$ cat config.mk
export PLATFORM = sky130hd
export DESIGN_NAME = seg_pipe_approx_adder
export DESIGN_NICKNAME = d
export VERILOG_FILES = /design/src/rtl/seg_pipe_approx_adder.sv
export SDC_FILE = /design/constraint.sdc
export NUM_CORES = 1
export LEC_CHECK = 0
export CAP_MARGIN = 20
export CORE_MARGIN = 8
export CORE_UTILIZATION = 40
export CTS_BUF_LIST = sky130_fd_sc_hd__clkbuf_8 sky130_fd_sc_hd__clkbuf_16
export CTS_CLUSTER_DIAMETER = 80
export DETAILED_ROUTE_END_ITERATION = 16
export DONT_BUFFER_PORTS = 1
export GPL_ROUTABILITY_DRIVEN = 1
export HOLD_SLACK_MARGIN = 0.03
export MAX_ROUTING_LAYER = met4
export PLACE_DENSITY_LB_ADDON = 0.12
export SLEW_MARGIN = 30
export SYNTH_ARGS = -nofsm -noshare
export SYNTH_HDL_FRONTEND = slang
export SYNTH_SLANG_ARGS = --single-unit
$ cat constraint.sdc
create_clock -name clk -period 3 [get_ports clk]
set_input_delay 0.3 -clock clk [delete_from_list [all_inputs] [get_ports clk]]
set_output_delay 0.3 -clock clk [all_outputs]
set_load 0.005 [all_outputs]
$ cat src/rtl/seg_pipe_approx_adder.sv
// Segmented, pipelined N-bit adder with per-transaction exact / lower-part-OR approximate mode.
// An exact carry chain runs alongside the selected one and sets err when the two results differ.
module seg_pipe_approx_adder #(
    parameter int unsigned N   = 8,
    parameter int unsigned SEG = 4,
    parameter int unsigned K   = 4
) (
    input  logic         clk,
    input  logic         rst,
    input  logic         in_valid,
    output logic         in_ready,
    input  logic [N-1:0] A,
    input  logic [N-1:0] B,
    input  logic         mode,
    output logic         out_valid,
    input  logic         out_ready,
    output logic [N-1:0] sum,
    output logic         cout,
    output logic         err
);

    localparam int unsigned STAGES = N / SEG;
    localparam int unsigned MID    = (STAGES > 1) ? STAGES - 1 : 1;

    if ((N % SEG) != 0) begin : g_bad_seg
        $error("seg_pipe_approx_adder: N must be a multiple of SEG");
    end
    if (K > N) begin : g_bad_k
        $error("seg_pipe_approx_adder: K must be in 0..N");
    end

    // a/b shift right as segments are consumed; sum shifts in finished segments from the top
    typedef struct packed {
        logic         vld;
        logic         mode;
        logic [N-1:0] a;
        logic [N-1:0] b;
        logic [N-1:0] s;
        logic         ca;
        logic         ce;
        logic         mis;
    } stage_t;

    logic                    adv_c;
    stage_t                  in_st;
    stage_t [STAGES-1:0]     prv;
    stage_t [MID-1:0]        st_d;
    stage_t [MID-1:0]        st_q;
    stage_t                  cur;
    stage_t                  nxt;
    logic [N-1:0]            ta;
    logic [N-1:0]            tb;
    logic [SEG-1:0]          seg;
    logic                    ca;
    logic                    ce;
    logic                    ai;
    logic                    bi;
    logic                    sb;
    logic                    ex;
    logic                    vld_d, vld_q;
    logic [N-1:0]            sum_d, sum_q;
    logic                    cout_d, cout_q;
    logic                    err_d, err_q;

    assign adv_c    = ~vld_q | out_ready;
    assign in_ready = adv_c;

    always_comb begin
        in_st      = '0;
        in_st.vld  = in_valid;
        in_st.mode = mode;
        in_st.a    = A;
        in_st.b    = B;
    end

    if (STAGES > 1) begin : g_skew
        assign prv = {st_q, in_st};
    end else begin : g_flat
        assign prv = in_st;
    end

    // One SEG-bit slice per stage: selected (approx/exact) chain plus reference exact chain
    always_comb begin
        st_d   = '0;
        cur    = '0;
        nxt    = '0;
        ta     = '0;
        tb     = '0;
        seg    = '0;
        ca     = 1'b0;
        ce     = 1'b0;
        ai     = 1'b0;
        bi     = 1'b0;
        sb     = 1'b0;
        ex     = 1'b0;
        vld_d  = 1'b0;
        sum_d  = '0;
        cout_d = 1'b0;
        err_d  = 1'b0;
        for (int unsigned s = 0; s < STAGES; s++) begin
            cur = prv[s];
            nxt = cur;
            ta  = cur.a;
            tb  = cur.b;
            ca  = cur.ca;
            ce  = cur.ce;
            seg = '0;
            for (int unsigned j = 0; j < SEG; j++) begin
                ai = ta[0];
                bi = tb[0];
                ta = ta >> 1;
                tb = tb >> 1;
                ex = ai ^ bi ^ ce;
                ce = (ai & bi) | (ce & (ai ^ bi));
                if (cur.mode && ((s * SEG + j) < K)) begin
                    sb = ai | bi;
                    ca = ai & bi;
                end else begin
                    sb = ai ^ bi ^ ca;
                    ca = (ai & bi) | (ca & (ai ^ bi));
                end
                seg     = (seg >> 1) | (SEG'(sb) << (SEG - 1));
                nxt.mis = nxt.mis | (sb ^ ex);
            end
            nxt.a  = ta;
            nxt.b  = tb;
            nxt.s  = (cur.s >> SEG) | (N'(seg) << (N - SEG));
            nxt.ca = ca;
            nxt.ce = ce;
            if (s < STAGES - 1) begin
                st_d[s] = nxt;
            end else begin
                vld_d  = nxt.vld;
                sum_d  = nxt.s;
                cout_d = ca;
                err_d  = nxt.mode & (nxt.mis | (ca ^ ce));
            end
        end
    end

    // Whole pipe, bubbles included, moves only on adv_c
    always_ff @(posedge clk) begin
        if (rst) begin
            st_q   <= '0;
            vld_q  <= 1'b0;
            sum_q  <= '0;
            cout_q <= 1'b0;
            err_q  <= 1'b0;
        end else if (adv_c) begin
            st_q   <= st_d;
            vld_q  <= vld_d;
            sum_q  <= sum_d;
            cout_q <= cout_d;
            err_q  <= err_d;
        end
    end

    assign out_valid = vld_q;
    assign sum       = sum_q;
    assign cout      = cout_q;
    assign err       = err_q;

endmodule

==> metrics.txt, run 1 <==
filler instances=~420; yosys synthesis warning count=0; minimum setup slack after placement=131.2 ps; share of synthesized area occupied by flip-flops and latches=around a third; first-pass GRT wire length=around 5300 um; largest driver fanout on the critical path=2; aggregate routed wire length=3118 um; Worst-path clk slew=100 ps; synthesized instance count=about 180; count of antenna diodes in the layout=0; routed length per instance=around 14 um; number of enable-type register cells in the synthesized netlist=0; unrepaired setup endpoints after global routing=false; Hold Crit Endpoint=sum[4]; post-layout utilization of the core=42.88%; Inserted Clock Buffers=3; Site Rows=23; total half-perimeter wirelength after legalization and detailed placement=approximately 2500 um; number of flip-flops and latches in the synthesized netlist=28; area of placed instances=1638 um^2; chip width=80.26 um; master cell of the clock root buffer=clkbuf_8; boundary pin count=33; Final Wtd Congestion=~0.77; full die area=6441 um^2; vias in the first global route=approximately 1.2k; max-slew violation total from the final report=0; worst reg-to-reg path cell count=8; Worst-Margin Slew=about 640 ps; largest vdd supply drop=around 0.27 mV; Static Leak=between 0.7 and 0.8 nW; share of Yosys cell area claimed by the top area cell type=between 30% and 40%; setup slack of the most critical reg-to-reg path=approximately 110 ps; Pwr Density=around 520 nW/um^2; sort of element at the start of the critical path=register; clock period minus final worst setup slack=around 2900 ps; All-Layer GR Usage=10.68%; commonest register cell after synthesis=dfxtp_1; antenna violations before repair=0; number of cells traversed by the worst hold path=1; switching power of the nets=about 0.23 mW; clock latency at the later pin of the worst-skew pair=~280 ps; Data required, critical path=roughly 3200 ps; Reg area=560.5 um^2; number of violations reported at the end of detailed-routing iteration 0=57; share of power burned in registers=between 40% and 50%; Detail Route Antenna Nets=0; worst-case clock skew=around 15 ps; cts-stage hold buffer count=0; Final Worst Setup Slack=roughly 110 ps; count of different cell masters after synthesis=24; number of max-cap violations=0; drt pass-1 iters=4; cell internal pwr=around 0.66 mW; DRC violations left=0; Starting Density=between 40% and 50%; total negative setup slack=0 ps; CTS tree=built; fraction of synthesis flops using an asynchronous set or reset pin=0%; Netlist Area Pre-Place=1652 um^2; dominant cells by area after synthesis=dfxtp_1, fa_1, nand2_1; htree depth=1; area of combinational cells with multiple inputs=~940 um^2; number of buffer cells added on primary ports=0; category of the most critical setup path=register to register; CTS-repair resized insts=0; Layout Nets=218; post-synthesis cell type with the largest combined area=dfxtp_1; syn avg cell area=approximately 9.1 um^2; destination of the worst register-to-register timing path=err; start of the worst register-to-register path=cur[2]; leading cell types in the layout, fill and taps excluded=nand2_1, dfxtp_1, inv_1, a21oi_1, fa_1; pin count of the biggest net entering global routing=33; Die Span Y=~80 um; CP endpoint kind=register; via count=between 1k and 1.5k; Via-to-Cell Ratio=between 4 and 5; data arrival time of the worst path=slightly above 3000 ps; worst rel slew slack=57.46%; result of the run=finished, final reports clean; final number of setup-violating endpoints=0; hold violation total from the final report=0; timing-limited maximum frequency=between 300 and 400 MHz; number of sinks handled by clock tree synthesis=28; share of total power consumed by net switching=25.40%; share of the cycle needed by the critical path after routing=a little over nine tenths; fraction of power consumed by the clock network=between 30% and 40%; startpoint of the tightest hold check path=rst; type of the tightest min-delay check=input port to register; Post-Syn Nets=between 200 and 250; # Post-CTS Setup Buffers=0; area growth from synthesis to layout=3.864%; area of all placed cells without fillers=between 1500 and 2000 um^2; most frequent standard cell in the layout excluding fill and tap cells=nand2_1; core area=~4000 um^2; combinational group share of total power=roughly a fifth; total congestion overflow after global routing=0; ratio of cells with drive above 1 in the final layout=under 10%; Bufs on Longest Clock Path=2
-- area by class of cell --
type                       count  share of cell area, %
clock inverter                 1                  1.751
sequential                    28                  32.68
clock buffer                   3                  2.407
tap                           50                  3.647
multi-input combinational    122                  54.63
inverter                      21                  4.887
-- worst max path at each step --
| stage | slack [ps] | cells past startpoint | end | from |
|---|---|---|---|---|
| floorplan | 350 | 8 | err | cur[2] |
| global placement | 260 | 8 | err | cur[2] |
| detailed placement | 130 | 8 | err | cur[2] |
| CTS | 100 | 8 | err | cur[2] |
| global route | 20 | 8 | err | cur[2] |
| finish | 110 | 8 | err | cur[2] |
-- stage by stage --
stage	instances	hold WS [ps]	total power, mW
2_1_floorplan	181	431.9	0.5800
3_3_place_gp	221	369.0	0.5965
3_5_place_dp	221	369.5	0.6023
4_1_cts	225	60.81	0.8978
5_1_grt	225	42.83	0.9448
6_report	225	63.85	0.8878
-- cells in the mapped netlist, types with 4 or more instances --
cell type and number:
fa_1 12, buf_2 4, xor2_1 7, a21oi_1 20, ha_1 9, buf_6 4
mux2i_1 5, dfxtp_1 28, a211oi_2 5, nand2_1 40, inv_1 20, nor2_1 9
xnor2_1 4
-- power groups by stage --
| stage | registers, mW | logic (mW) | clock network (mW) |
|---|---|---|---|
| final | 0.424 | 0.168 | 0.296 |
| after global routing | 0.430 | 0.193 | 0.322 |
| after CTS | 0.425 | 0.169 | 0.304 |
| after detailed placement | 0.434 | 0.169 | 0 |
| after global placement | 0.433 | 0.164 | 0 |
| after floorplan | 0.427 | 0.153 | 0 |
-- state kept, by name, indices dropped and copies added (netlist names) --
signal,flops
out_valid,1
sum,8
bi,1
cout,1
cur,14
vld_d,1
ai,1
err,1
-- critical path, cell delays in order, from the launching register on --
cell	delay, ps
dfxtp_1	370
inv_1	90
fa_1	450
fa_1	400
fa_1	420
fa_1	550
xor2_1	190
nor4_2	70
a221oi_1	260
-- logic make-up after synthesis --
family	Yosys count	share of synthesized area (%)
buf+inv	31	9.697
mux	5	3.030
simple gates	56	14.39
flops	28	33.94
xor+xnor	11	5.833
compound gates	29	11.74
fa+ha+maj	21	21.36
-- per-layer routing --
metal	track usage, %	wire length (um)	vias to the layer above	part of all wire, %
met5	-	0	-	0
met4	4.364	53	0	1.7
met1	12.17	1284	514	41
li1	-	-	559	-
met3	3.795	255	7	8.2
met2	16.65	1525	25	49
Note: power is estimated with default switching activity, not from simulation.
==> run 2, diff against run 1 <==
- CELL_PAD_IN_SITES_DETAIL_PLACEMENT: unset -> 1
- CELL_PAD_IN_SITES_GLOBAL_PLACEMENT: unset -> 1
==> metrics.txt, run 2 (synthesis results as in run 1) <==
leading cell types in the layout, fill and taps excluded=nand2_1, dfxtp_1, inv_1, a21oi_1, fa_1 (unchanged); area of all placed cells without fillers=1709 um^2 (was 1715 um^2); chip width=80.26 um (unchanged); total congestion overflow after global routing=0 (unchanged); share of the cycle needed by the critical path after routing=96.21% (was 96.24%); number of buffer cells added on primary ports=0 (unchanged); first-pass GRT wire length=5865 um (was 5292 um); Detail Route Antenna Nets=0 (unchanged); number of sinks handled by clock tree synthesis=28 (unchanged); Site Rows=23 (unchanged); antenna violations before repair=0 (unchanged); Layout Nets=218 (unchanged); filler instances=460 (was 417); Bufs on Longest Clock Path=2 (unchanged); Data required, critical path=3150 ps (was 3200 ps); number of flip-flops in the largest register=14 (unchanged); number of violations reported at the end of detailed-routing iteration 0=47 (was 57); clock period minus final worst setup slack=2886 ps (was 2887 ps); filler-free cell count of the finished design=225 (unchanged); Static Leak=0.7149 nW (was 0.7157 nW); DRC violations left=0 (unchanged); Final Wtd Congestion=0.8192 (was 0.7658); Worst-path clk slew=100 ps (about the same); drt pass-1 iters=3 (was 4); sort of element at the start of the critical path=register (unchanged); ratio of cells with drive above 1 in the final layout=6.857% (was 7.429%); CTS-repair resized insts=0 (unchanged); Cells after DPL=221 (unchanged); area of combinational cells with multiple inputs=930.9 um^2 (was 937.1 um^2); clock latency at the later pin of the worst-skew pair=280 ps (about the same); pin count of the biggest net entering global routing=33 (unchanged); hold violation total from the final report=0 (unchanged); Starting Density=41.29% (unchanged); CP endpoint kind=register (unchanged); most frequent standard cell in the layout excluding fill and tap cells=nand2_1 (unchanged); largest vdd supply drop=0.2709 mV (was 0.2672 mV); total half-perimeter wirelength after legalization and detailed placement=2651 um (was 2456 um); All-Layer GR Usage=11.87% (was 10.68%); Worst-Margin Slew=657.1 ps (was 636.8 ps); area of placed instances=1638 um^2 (unchanged); count of antenna diodes in the layout=0 (unchanged); Inserted Clock Buffers=3 (unchanged); max-slew violation total from the final report=0 (unchanged); number of max-cap violations=0 (unchanged); Reg area=560.5 um^2 (unchanged); full die area=6441 um^2 (unchanged); timing-limited maximum frequency=346.5 MHz (was 346.4 MHz); Pwr Density=522.2 nW/um^2 (was 517.6 nW/um^2); type of the tightest min-delay check=input port to register (unchanged); # Post-CTS Setup Buffers=0 (unchanged); Final Worst Setup Slack=113.7 ps (was 112.9 ps); worst-case clock skew=6.207 ps (was 15.19 ps); via count=1102 (was 1105); minimum setup slack after placement=189.9 ps (was 131.2 ps); hold_ws=70.88 ps (was 63.85 ps); Die Span Y=80.26 um (unchanged); boundary pin count=33 (unchanged); final number of setup-violating endpoints=0 (unchanged); total negative setup slack=0 ps (unchanged); master cell of the clock root buffer=clkbuf_8 (unchanged); largest driver fanout on the critical path=2 (unchanged); setup slack of the most critical reg-to-reg path=110 ps (about the same); routed length per instance=15.54 um (was 13.86 um); post-layout utilization of the core=42.73% (was 42.88%); area growth from synthesis to layout=3.485% (was 3.864%); data arrival time of the worst path=3040 ps (was 3080 ps); aggregate routed wire length=3496 um (was 3118 um); CTS tree=built (unchanged); Via-to-Cell Ratio=4.898 (was 4.911); unrepaired setup endpoints after global routing=false (unchanged); cts-stage hold buffer count=0 (unchanged); category of the most critical setup path=register to register (unchanged); final total power=0.8926 mW (was 0.8878 mW); vias in the first global route=1267 (was 1155); result of the run=finished, final reports clean (unchanged); htree depth=1 (unchanged); core area=4000 um^2 (unchanged); worst rel slew slack=56.10% (was 57.46%)
==> run 2: cell counts in the layout (fill, tap and decap cells not counted) <==
Identical to the previous run, type by type.
==> run 2: routing by layer <==
| metal | global-route usage (%) | vias up | part of all wire, % | routed length [um] |
|---|---|---|---|---|
| li1 | - | 555 | - | - |
| met1 | 12.91 | 521 | 43 | 1502 |
| met2 | 20.21 | 24 | 49 | 1725 |
| met3 | 4.576 | 2 | 7.3 | 256 |
| met4 | 2.182 | 0 | 0.31 | 11 |
| met5 | - | - | 0 | 0 |
==> run 2: final cells by class <==
class                   instances  area share (%)
multi-input cells             122           54.47
clock buffers                   3           2.416
flip-flops and latches         28           32.80
inverters                      21           4.905
well taps                      50           3.660
clock inverters                 1           1.757
==> run 2: critical path, stage by stage, from the launching register on <==
cell,delay [ps]
dfxtp_1,360
inv_1,80
fa_1,450
fa_1,390
fa_1,410
fa_1,500
xor2_1,170
nor4_1,260
a221oi_1,150
==> run 2: worst paths after layout <==
path / start / to / depth (start not counted)
max: cur[2] / err / 8
max reg2reg: cur[2] / err / 8
min: rst / sum[7] / 1
min reg2reg: cur[12] / cur[12] / 2
==> run 2: power by group <==
part	internal, mW	switching, mW	total (mW)
registers	0.403	0.0204	0.424
logic	0.0794	0.0907	0.170
clock network	0.179	0.120	0.299
